==> config.mk <==
export PLATFORM = sky130hd
export DESIGN_NAME = vga_text_buffer
export DESIGN_NICKNAME = d
export VERILOG_FILES = /design/src/rtl/vga_text_pkg.sv /design/src/rtl/vga_text_buffer.sv
export SDC_FILE = /design/constraint.sdc
export NUM_CORES = 1
export LEC_CHECK = 0
export ABC_CLOCK_PERIOD_IN_PS = 17800
export BUFFER_PORTS_ARGS = -buffer_cell sky130_fd_sc_hd__buf_2
export CORE_MARGIN = 1.5
export CORE_UTILIZATION = 55
export CTS_CLUSTER_DIAMETER = 40
export DETAILED_ROUTE_END_ITERATION = 8
export PLACE_DENSITY_LB_ADDON = 0.3
export SYNTH_ARGS = -nofsm -noshare
export SYNTH_HDL_FRONTEND = slang
export SYNTH_SLANG_ARGS = --single-unit
==> constraint.sdc <==
create_clock -name i_clk -period 17.8 [get_ports i_clk]
set_input_delay 0.89 -clock i_clk [delete_from_list [all_inputs] [get_ports i_clk]]
set_output_delay 0.89 -clock i_clk [all_outputs]
set_load 0.005 [all_outputs]
==> src/rtl/vga_text_pkg.sv <==
// rtl/vga_text_pkg.sv - shared geometry, control codes and state type for the VGA text buffer
package vga_text_pkg;
    localparam int ROW_CNT   = 3;
    localparam int ROW_SIZE  = 10;
    localparam int CNT_W     = 4;
    localparam int ROW_IDX_W = 2;

    localparam logic [7:0] BLANK_CODE = 8'd0;
    localparam logic [7:0] BS_CODE    = 8'hF0;
    localparam logic [7:0] NL_CODE    = 8'hF1;
    localparam logic [7:0] CLR_CODE   = 8'hF2;

    localparam logic [ROW_IDX_W-1:0] LAST_ROW = ROW_IDX_W'(ROW_CNT - 1);
    localparam logic [CNT_W-1:0]     FULL_CNT = CNT_W'(ROW_SIZE);

    typedef enum logic [1:0] {
        S_IDLE,
        S_SCROLL,
        S_CLEAR
    } state_t;
endpackage

==> src/rtl/vga_text_buffer.sv <==
// rtl/vga_text_buffer.sv - editable letter grid with frame-synchronous commit to the display registers
module vga_text_buffer
    import vga_text_pkg::*;
(
    input  logic                 i_clk,
    input  logic                 i_rst,
    input  logic                 i_valid,
    input  logic [7:0]           i_code,
    output logic                 o_ready,
    input  logic                 i_frame_start,
    output logic [CNT_W-1:0]     o_letter_cnt [0:ROW_CNT-1],
    output logic [7:0]           o_letters    [0:ROW_CNT-1][0:ROW_SIZE-1],
    output logic [ROW_IDX_W-1:0] o_cursor_row,
    output logic [CNT_W-1:0]     o_cursor_col
);
    state_t state, state_nxt;

    logic [7:0]           wk_letters [0:ROW_CNT-1][0:ROW_SIZE-1];
    logic [CNT_W-1:0]     wk_cnt     [0:ROW_CNT-1];
    logic [ROW_IDX_W-1:0] cur_row, row_idx, row_inc, row_dec;
    logic [CNT_W-1:0]     cur_cnt, cnt_dec;
    logic [7:0]           held_code;
    logic                 held_vld;
    logic                 commit_pending;
    logic                 accept, is_bs, is_nl, is_clr, is_print;

    assign o_ready  = (state == S_IDLE);
    assign accept   = i_valid && o_ready;
    assign is_bs    = (i_code == BS_CODE);
    assign is_nl    = (i_code == NL_CODE);
    assign is_clr   = (i_code == CLR_CODE);
    assign is_print = !(is_bs || is_nl || is_clr);

    assign cur_cnt  = wk_cnt[cur_row];
    assign cnt_dec  = cur_cnt - 1'b1;
    assign row_inc  = cur_row + 1'b1;
    assign row_dec  = cur_row - 1'b1;

    assign o_cursor_row = cur_row;
    assign o_cursor_col = cur_cnt;

    always_ff @(posedge i_clk or posedge i_rst) begin
        if (i_rst) state <= S_IDLE;
        else       state <= state_nxt;
    end

    always_comb begin
        state_nxt = state;
        case (state)
            S_IDLE: begin
                if (accept) begin
                    if (is_clr)
                        state_nxt = S_CLEAR;
                    else if (is_nl && cur_row == LAST_ROW)
                        state_nxt = S_SCROLL;
                    else if (is_print && cur_cnt == FULL_CNT && cur_row == LAST_ROW)
                        state_nxt = S_SCROLL;
                end
            end
            S_SCROLL, S_CLEAR: begin
                if (row_idx == LAST_ROW) state_nxt = S_IDLE;
            end
            default: state_nxt = S_IDLE;
        endcase
    end

    // Working buffer: edits in S_IDLE, one row per cycle in S_SCROLL/S_CLEAR
    always_ff @(posedge i_clk or posedge i_rst) begin
        if (i_rst) begin
            for (int r = 0; r < ROW_CNT; r++) begin
                wk_cnt[r] <= '0;
                for (int j = 0; j < ROW_SIZE; j++) wk_letters[r][j] <= BLANK_CODE;
            end
            cur_row   <= '0;
            row_idx   <= '0;
            held_code <= BLANK_CODE;
            held_vld  <= 1'b0;
        end else begin
            case (state)
                S_IDLE: begin
                    row_idx <= '0;
                    if (accept) begin
                        if (is_print) begin
                            if (cur_cnt != FULL_CNT) begin
                                wk_letters[cur_row][cur_cnt] <= i_code;
                                wk_cnt[cur_row]              <= cur_cnt + 1'b1;
                            end else if (cur_row != LAST_ROW) begin
                                cur_row                <= row_inc;
                                wk_letters[row_inc][0] <= i_code;
                                wk_cnt[row_inc]        <= CNT_W'(1);
                            end else begin
                                held_code <= i_code;
                                held_vld  <= 1'b1;
                            end
                        end else if (is_nl) begin
                            if (cur_row != LAST_ROW) cur_row <= row_inc;
                            else                     held_vld <= 1'b0;
                        end else if (is_bs) begin
                            if (cur_cnt != '0) begin
                                wk_cnt[cur_row]              <= cnt_dec;
                                wk_letters[cur_row][cnt_dec] <= BLANK_CODE;
                            end else if (cur_row != '0) begin
                                cur_row <= row_dec;
                            end
                        end
                    end
                end
                S_SCROLL: begin
                    if (row_idx == LAST_ROW) begin
                        for (int j = 0; j < ROW_SIZE; j++) wk_letters[ROW_CNT-1][j] <= BLANK_CODE;
                        if (held_vld) begin
                            wk_letters[ROW_CNT-1][0] <= held_code;
                            wk_cnt[ROW_CNT-1]        <= CNT_W'(1);
                        end else begin
                            wk_cnt[ROW_CNT-1] <= '0;
                        end
                        held_vld <= 1'b0;
                        cur_row  <= LAST_ROW;
                        row_idx  <= '0;
                    end else begin
                        for (int r = 0; r < ROW_CNT - 1; r++) begin
                            if (row_idx == ROW_IDX_W'(r)) begin
                                wk_cnt[r] <= wk_cnt[r+1];
                                for (int j = 0; j < ROW_SIZE; j++) wk_letters[r][j] <= wk_letters[r+1][j];
                            end
                        end
                        row_idx <= row_idx + 1'b1;
                    end
                end
                S_CLEAR: begin
                    for (int r = 0; r < ROW_CNT; r++) begin
                        if (row_idx == ROW_IDX_W'(r)) begin
                            wk_cnt[r] <= '0;
                            for (int j = 0; j < ROW_SIZE; j++) wk_letters[r][j] <= BLANK_CODE;
                        end
                    end
                    if (row_idx == LAST_ROW) begin
                        cur_row <= '0;
                        row_idx <= '0;
                    end else begin
                        row_idx <= row_idx + 1'b1;
                    end
                end
                default: row_idx <= '0;
            endcase
        end
    end

    // Commit samples the pre-edge working copy, so a code accepted this cycle lands next frame
    always_ff @(posedge i_clk or posedge i_rst) begin
        if (i_rst) begin
            for (int r = 0; r < ROW_CNT; r++) begin
                o_letter_cnt[r] <= '0;
                for (int j = 0; j < ROW_SIZE; j++) o_letters[r][j] <= BLANK_CODE;
            end
            commit_pending <= 1'b0;
        end else if (state == S_IDLE && (commit_pending || i_frame_start)) begin
            for (int r = 0; r < ROW_CNT; r++) begin
                o_letter_cnt[r] <= wk_cnt[r];
                for (int j = 0; j < ROW_SIZE; j++) o_letters[r][j] <= wk_letters[r][j];
            end
            commit_pending <= 1'b0;
        end else if (i_frame_start) begin
            commit_pending <= 1'b1;
        end
    end
endmodule

==> results of run 1 <==
==> synthesized netlist by cell type (all sizes together), types with 12 or more instances <==
| cell | count | area [um2] |
|---|---|---|
| a22o | 22 | 193 |
| clkbuf | 82 | 308 |
| a211oi | 12 | 90.1 |
| buf | 45 | 280 |
| nor2 | 65 | 267 |
| o22ai | 23 | 144 |
| a31oi | 12 | 81.3 |
| a21oi | 44 | 292 |
| ha | 15 | 188 |
| nand2 | 199 | 764 |
| o2bb2ai | 123 | 1080 |
| dfrtp | 520 | 13000 |
| and2 | 16 | 100 |
| o21ai | 173 | 956 |
| nand3 | 32 | 173 |
| o211ai | 14 | 110 |
| nor3 | 26 | 156 |
| inv | 48 | 185 |
| a22oi | 115 | 863 |
| mux2 | 230 | 2590 |
| a32oi | 47 | 412 |
==> logic make-up after synthesis <==
logic type,Yosys count
adders and majority gates,15
xor gates and xnor gates,5
buffers and inverters,175
AOI/OAI and AO/OA,646
muxes,237
DFF,520
and+or+nand+nor,384
==> metal layers <==
layer / part of all wire / wire length (um) / vias to the layer above
li1: - / - / 7892
met5: 0 / 0 / -
met2: 0.46 / 33000 / 1046
met4: 0.045 / 3240 / 0
met1: 0.41 / 29600 / 9410
met3: 0.085 / 6140 / 202
==> worst max-delay path by stage <==
stage                          from  slack (ps)                    endpoint
floorplan                     i_rst        2380  asynchronous set/reset pin
global placement          i_code[6]       13670                    register
finish              o_cursor_row[1]       13570                    register
CTS                 o_cursor_row[1]       13680                    register
global route        o_cursor_row[1]       13300                    register
detailed placement        i_code[6]       13620                    register
==> metrics by stage <==
stage,util,hold WS [ps],total power [mW],setup WS [ps],cells
after floorplan,-,432,2.42,2380,1982
after global placement,0.596,449,2.84,13670,2686
after detailed placement,0.596,465,2.88,13620,2686
after CTS,0.648,477,4.22,13680,2803
final,0.649,458,4.24,13570,2804
after global routing,0.649,497,4.42,13300,2804
==> cell type report <==
type,count,area (um2),share of cell area
Inverter,48,193,0.00708
Clock inverter,37,397,0.0146
Antenna cell,1,2.50,0.0000920
Tap cell,539,674,0.0248
Clock buffer,80,1810,0.0665
Multi-Input combinational cell,1287,9600,0.353
Timing Repair Buffer,292,1520,0.0557
Sequential cell,520,13000,0.478
==> power by group through the flow <==
| stage | registers, mW | logic, mW | clock network (mW) |
|---|---|---|---|
| floorplan | 1.46 | 0.959 | 0 |
| global placement | 1.50 | 1.34 | 0 |
| detailed placement | 1.50 | 1.38 | 0 |
| CTS | 1.49 | 1.39 | 1.35 |
| global route | 1.51 | 1.51 | 1.40 |
| finish | 1.49 | 1.42 | 1.34 |
==> critical path: stages, from the launching register on <==
cell,delay (ps)
dfrtp_1,590
mux2i_1,280
a2bb2oi_2,310
inv_1,240
ha_1,430
and2_1,300
o31ai_1,140
mux2i_4,210
a21oi_4,770
nand2_2,270
nand2b_1,370
o2bb2ai_1,200
==> flow_metrics.tcl, run 1 <==
set metrics [dict create \
    hold_violations 0 \
    status "finished clean" \
    rr_worst_depth 11 \
    vias 18550 \
    power.density_nw_per_um2 156 \
    grt_max_degree 138 \
    tightest_slew_ps 1300 \
    synth_xor_area_frac 0.00187 \
    p_switching_mw 1.65 \
    synthAdderAreaFrac 0.00803 \
    syn_to_final_growth_pct 16.5 \
    synth_top_family_by_area "compound AO/OA/AOI/OAI gates" \
    die_area_um2 43700 \
    synth_ff_type "dfrtp_1" \
    crit_arrival_ps 4690 \
    port_buffers 270 \
    fill_cells 3173 \
    grt_pass1_vias 18337 \
    finalMaxSlewViolations 0 \
    ys_seq_area_frac 0.557 \
    clockBufferDepth 3 \
    grtUsageMet3 0.0621 \
    grt_pass1_wl_um 111000 \
    clkTransAtPathRegs_ps 50 \
    post_cts_buffers 0 \
    grt_use_met2 0.506 \
    synth_edf_count 0 \
    cts_buffers 67 \
    boundaryPins 271 \
    post_synth_mux_area_share 0.114 \
    place_area_um2 25000 \
    wl_per_cell_um 25.7 \
    hold_buffers 0 \
    core_area_um2 41900 \
    vdd_drop_max_uv 111 \
    htreeDepth 3 \
    drc_errors 0 \
    yosys_warnings 0 \
    period_share 0.238 \
    dieWidth_um 209 \
    cts_root_buf "clkbuf_16" \
    syn_area_um2 23400 \
    relSlewSlack 0.131 \
    start_util 0.557 \
    r2r-start "o_cursor_row[1]" \
    max-cap-violations 0 \
    grt_setup_unrepaired "false" \
    dp_hpwl_um 48700 \
    clkPwrFrac 0.315 \
    gp_congestion 0.973 \
    synth_compound_area_frac 0.207 \
    path_max_fanout 15 \
    cts_resized 0 \
    netSwitchingFraction 0.389 \
    clk_latency_ps 600 \
    gr-usage-met1 0.455 \
    finalSetupViolCount 0 \
    drtIter0Drc 2112 \
    firstDrtPassIters 9 \
    antenna_found_initial 1 \
    wirelength_um 71900 \
    cts_tree "built" \
    vias_per_cell 6.62 \
    hold_class "in2async" \
    overflow 0 \
    cp.required_ps 18260 \
    synth_nets 2009 \
    cts.sinks 520 \
    syn_inst 1982 \
    ant_nets 0 \
    gr-usage-all-layers 0.330 \
    fmax_ghz 0.236 \
    pwr-share-seq 0.352 \
    setup_tns_ps 0 \
    critPathLaunchType "register" \
    min_period_ps 4230 \
    drive_gt1_frac 0.317 \
    dieHeight_um 209 \
    layout_commonest_cell "dfrtp_1" \
    ys_seq_elements 520 \
    skew_ps 24.3 \
    leakage_nw 12.8 \
    synthArstFlopShare 1.00 \
    nets 2243 \
    endpoint_kind "register" \
    comb_power_share 0.334 \
    row_count 75 \
    grt_busiest_layer "met2" \
    stdcell_area_um2 27200 \
    avgSynthCellArea_um2 11.8 \
    p_int_mw 2.59 \
    ys_types 91 \
    path_class "reg2reg" \
    synth-simple-area-share 0.0787 \
    rrSetupSlack_ps 13570 \
    layout_common_cells "520 x dfrtp_1, 270 x buf_2, 229 x mux2_2" \
]
Power figures use the tool's default switching activity.
==> inputs of run 2 (changes only) <==
ABC_AREA = 1   (was default)
ABC_CLOCK_PERIOD_IN_PS = 3600   (was 17800)
CORE_UTILIZATION = 54   (was 55)
clock period = 3.6 ns   (was 17.8 ns; I/O delays follow)
==> run 2 against run 1 <==
Final cell count is 71% higher. Worst setup slack lost 13000 ps. Critical path type unchanged. Via count rose by 40%.
==> flow_metrics.tcl, run 2 <==
set metrics [dict create \
    crit_arrival_ps 3800 \
    dp_hpwl_um 57100 \
    yosysTopAreaCellShare 0.481 \
    ys_top_cells_by_area "dfrtp_1 48%, nand2_1 20%, nor2_1 6.8%" \
    p_switching_mw 14.6 \
    comb_power_share 0.453 \
    min_period_ps 3290 \
    netSwitchingFraction 0.451 \
    layout_commonest_cell "nand2_1" \
    avgSynthCellArea_um2 7.08 \
    synth_ff_type "dfrtp_1" \
    grt_pass1_wl_um 134000 \
    gp_congestion 0.963 \
    drc_errors 0 \
    clockBufferDepth 3 \
    cts.sinks 520 \
    max-cap-violations 0 \
    drtIter0Drc 3590 \
    dieHeight_um 227 \
    endpoint_kind "register" \
    fmax_ghz 0.304 \
    firstDrtPassIters 9 \
    gr-usage-all-layers 0.338 \
    layout_common_cells "1420 x nand2_1, 520 x dfrtp_1, 489 x nor2_1" \
    synth_nets 3852 \
    wirelength_um 86500 \
    status "finished clean" \
    cpMostUsedCell "nand2_1" \
    power.density_nw_per_um2 1020 \
    vdd_drop_max_uv 494 \
    wl_per_cell_um 18.0 \
    antenna_cells 0 \
    whs_ps 91.1 \
    synth_common_cells "1424 x nand2_1, 520 x dfrtp_1, 489 x nor2_1" \
    start_util 0.551 \
    synth_edf_count 0 \
    ys_seq_area_frac 0.481 \
    dp_cells 4648 \
    p_int_mw 17.8 \
    place_area_um2 29100 \
    hold_class "in2reg" \
    relSlewSlack 0.288 \
    antenna_found_initial 4 \
    synthArstFlopShare 1.00 \
    syn_to_final_growth_pct 17.8 \
    path_max_fanout 20 \
    nets 4098 \
    vias 26011 \
    skew_ps 30.6 \
    cts_tree "built" \
    fin_cells 4796 \
    drive_gt1_frac 0.135 \
    yosysMostFrequentCell "nand2_1" \
    hold_violations 0 \
    boundaryPins 271 \
    syn_area_um2 27100 \
    cts_buffers 77 \
    critPathLaunchType "register" \
    die_area_um2 51500 \
    fill_cells 4183 \
    yosys.area.top_type "dfrtp_1" \
    ys_seq_elements 520 \
    core_area_um2 49200 \
    htreeDepth 3 \
    yosys_warnings 0 \
    grt_setup_unrepaired "false" \
    cp.required_ps 4100 \
    ant_nets 0 \
    grt_max_degree 165 \
    row_count 81 \
    tightest_slew_ps 1070 \
    overflow 0 \
    syn_inst 3825 \
    finalSetupViolCount 0 \
    stdcell_area_um2 31900 \
    crit_slowest_cell "dfrtp_1" \
    fin_util 0.649 \
    vias_per_cell 5.42 \
    worstPathCellList "inv_2 -> nand2_2 -> o21ai_1 -> inv_1 -> ha_1 -> nand4_1 -> nor2_1 -> nor2_4 -> buf_4 -> nand2_1 -> nor2_4 -> nand2_2 -> nand2_1 -> nand2_1" \
    grt_pass1_vias 23502 \
    path_class "reg2reg" \
    critPathMaxStageDelay_ps 480 \
    port_buffers 270 \
    leakage_nw 17.4 \
    ys_types 38 \
    period_share 0.915 \
    power_mw 32.4 \
    dieWidth_um 227 \
    clkPwrFrac 0.241 \
    cts_root_buf "clkbuf_16" \
    finalMaxSlewViolations 0 \
    clkTransAtPathRegs_ps 60 \
    clk_latency_ps 630 \
    pwr-share-seq 0.306 \
]
## run 2: worst paths after layout
path / slack, ps / end / depth (start not counted) / startpoint
min: 90 / state[0] / 5 / i_valid
max reg2reg: 310 / register / 14 / o_cursor_row[0]
min reg2reg: 470 / wk_letters[60] / 2 / wk_letters[60]
max in group asynchronous: 2350 / o_letters[236] / 5 / i_rst
max: 310 / register / 14 / o_cursor_row[0]
min in group asynchronous: 150 / asynchronous set/reset pin / 3 / i_rst
## run 2: metal layers
metal,vias up,track usage,share of wire
li1,12211,-,-
met5,-,0,0.00030
met3,240,0.0793,0.11
met2,1450,0.473,0.42
met4,2,0.150,0.041
met1,12108,0.496,0.43
## run 2: stage by stage
step	setup slack, ps	TNS, ps
finish	306	0
global route	68.0	0
CTS	288	0
detailed placement	327	0
global placement	450	0
floorplan	-3640	-1895000
## run 2: final cells by class
| cell class | instances | area [um2] | area share |
|---|---|---|---|
| sequential | 520 | 13000 | 0.408 |
| clock inverter | 54 | 676 | 0.0212 |
| timing repair buffer | 339 | 2040 | 0.0640 |
| clock buffer | 86 | 1990 | 0.0625 |
| multi-input combinational | 2660 | 11500 | 0.362 |
| tap | 664 | 831 | 0.0261 |
| inverter | 473 | 1790 | 0.0561 |
## run 2: worst max-delay path, delay by kind of cell, from the launching register on
| family | cells | cell delay (ps) |
|---|---|---|
| AOI/OAI and AO/OA | 1 | 230 |
| adders and majority gates | 1 | 330 |
| buffers and inverters | 3 | 810 |
| DFF | 1 | 480 |
| and+or+nand+nor | 9 | 1320 |
## run 2: cell families after synthesis
group / Yosys count / share of synthesized area
AO/OA/AOI/OAI: 579 / 0.110
XOR/XNOR: 4 / 0.00157
adder cells (fa/ha/maj): 15 / 0.00693
buffers and inverters: 645 / 0.0939
flip-flops: 520 / 0.481
multiplexers: 8 / 0.00333
AND/OR/NAND/NOR: 2054 / 0.304
## run 2: power groups by stage
stage                     combinational (mW)  sequential (mW)  clock [mW]
after global placement                  13.9             9.93           0
after CTS                               14.4             9.91        7.86
after detailed placement                14.2             9.96           0
after floorplan                         9.20             9.87           0
after global routing                    16.3             10.2        8.13
final                                   14.7             9.93        7.80
## run 2: repair_timing
action,CTS,global route
endpoints found under the hold margin,53,0
resized for setup,0,4
hold buffers,8,0
setup endpoints to repair,0,13
setup buffers,0,0
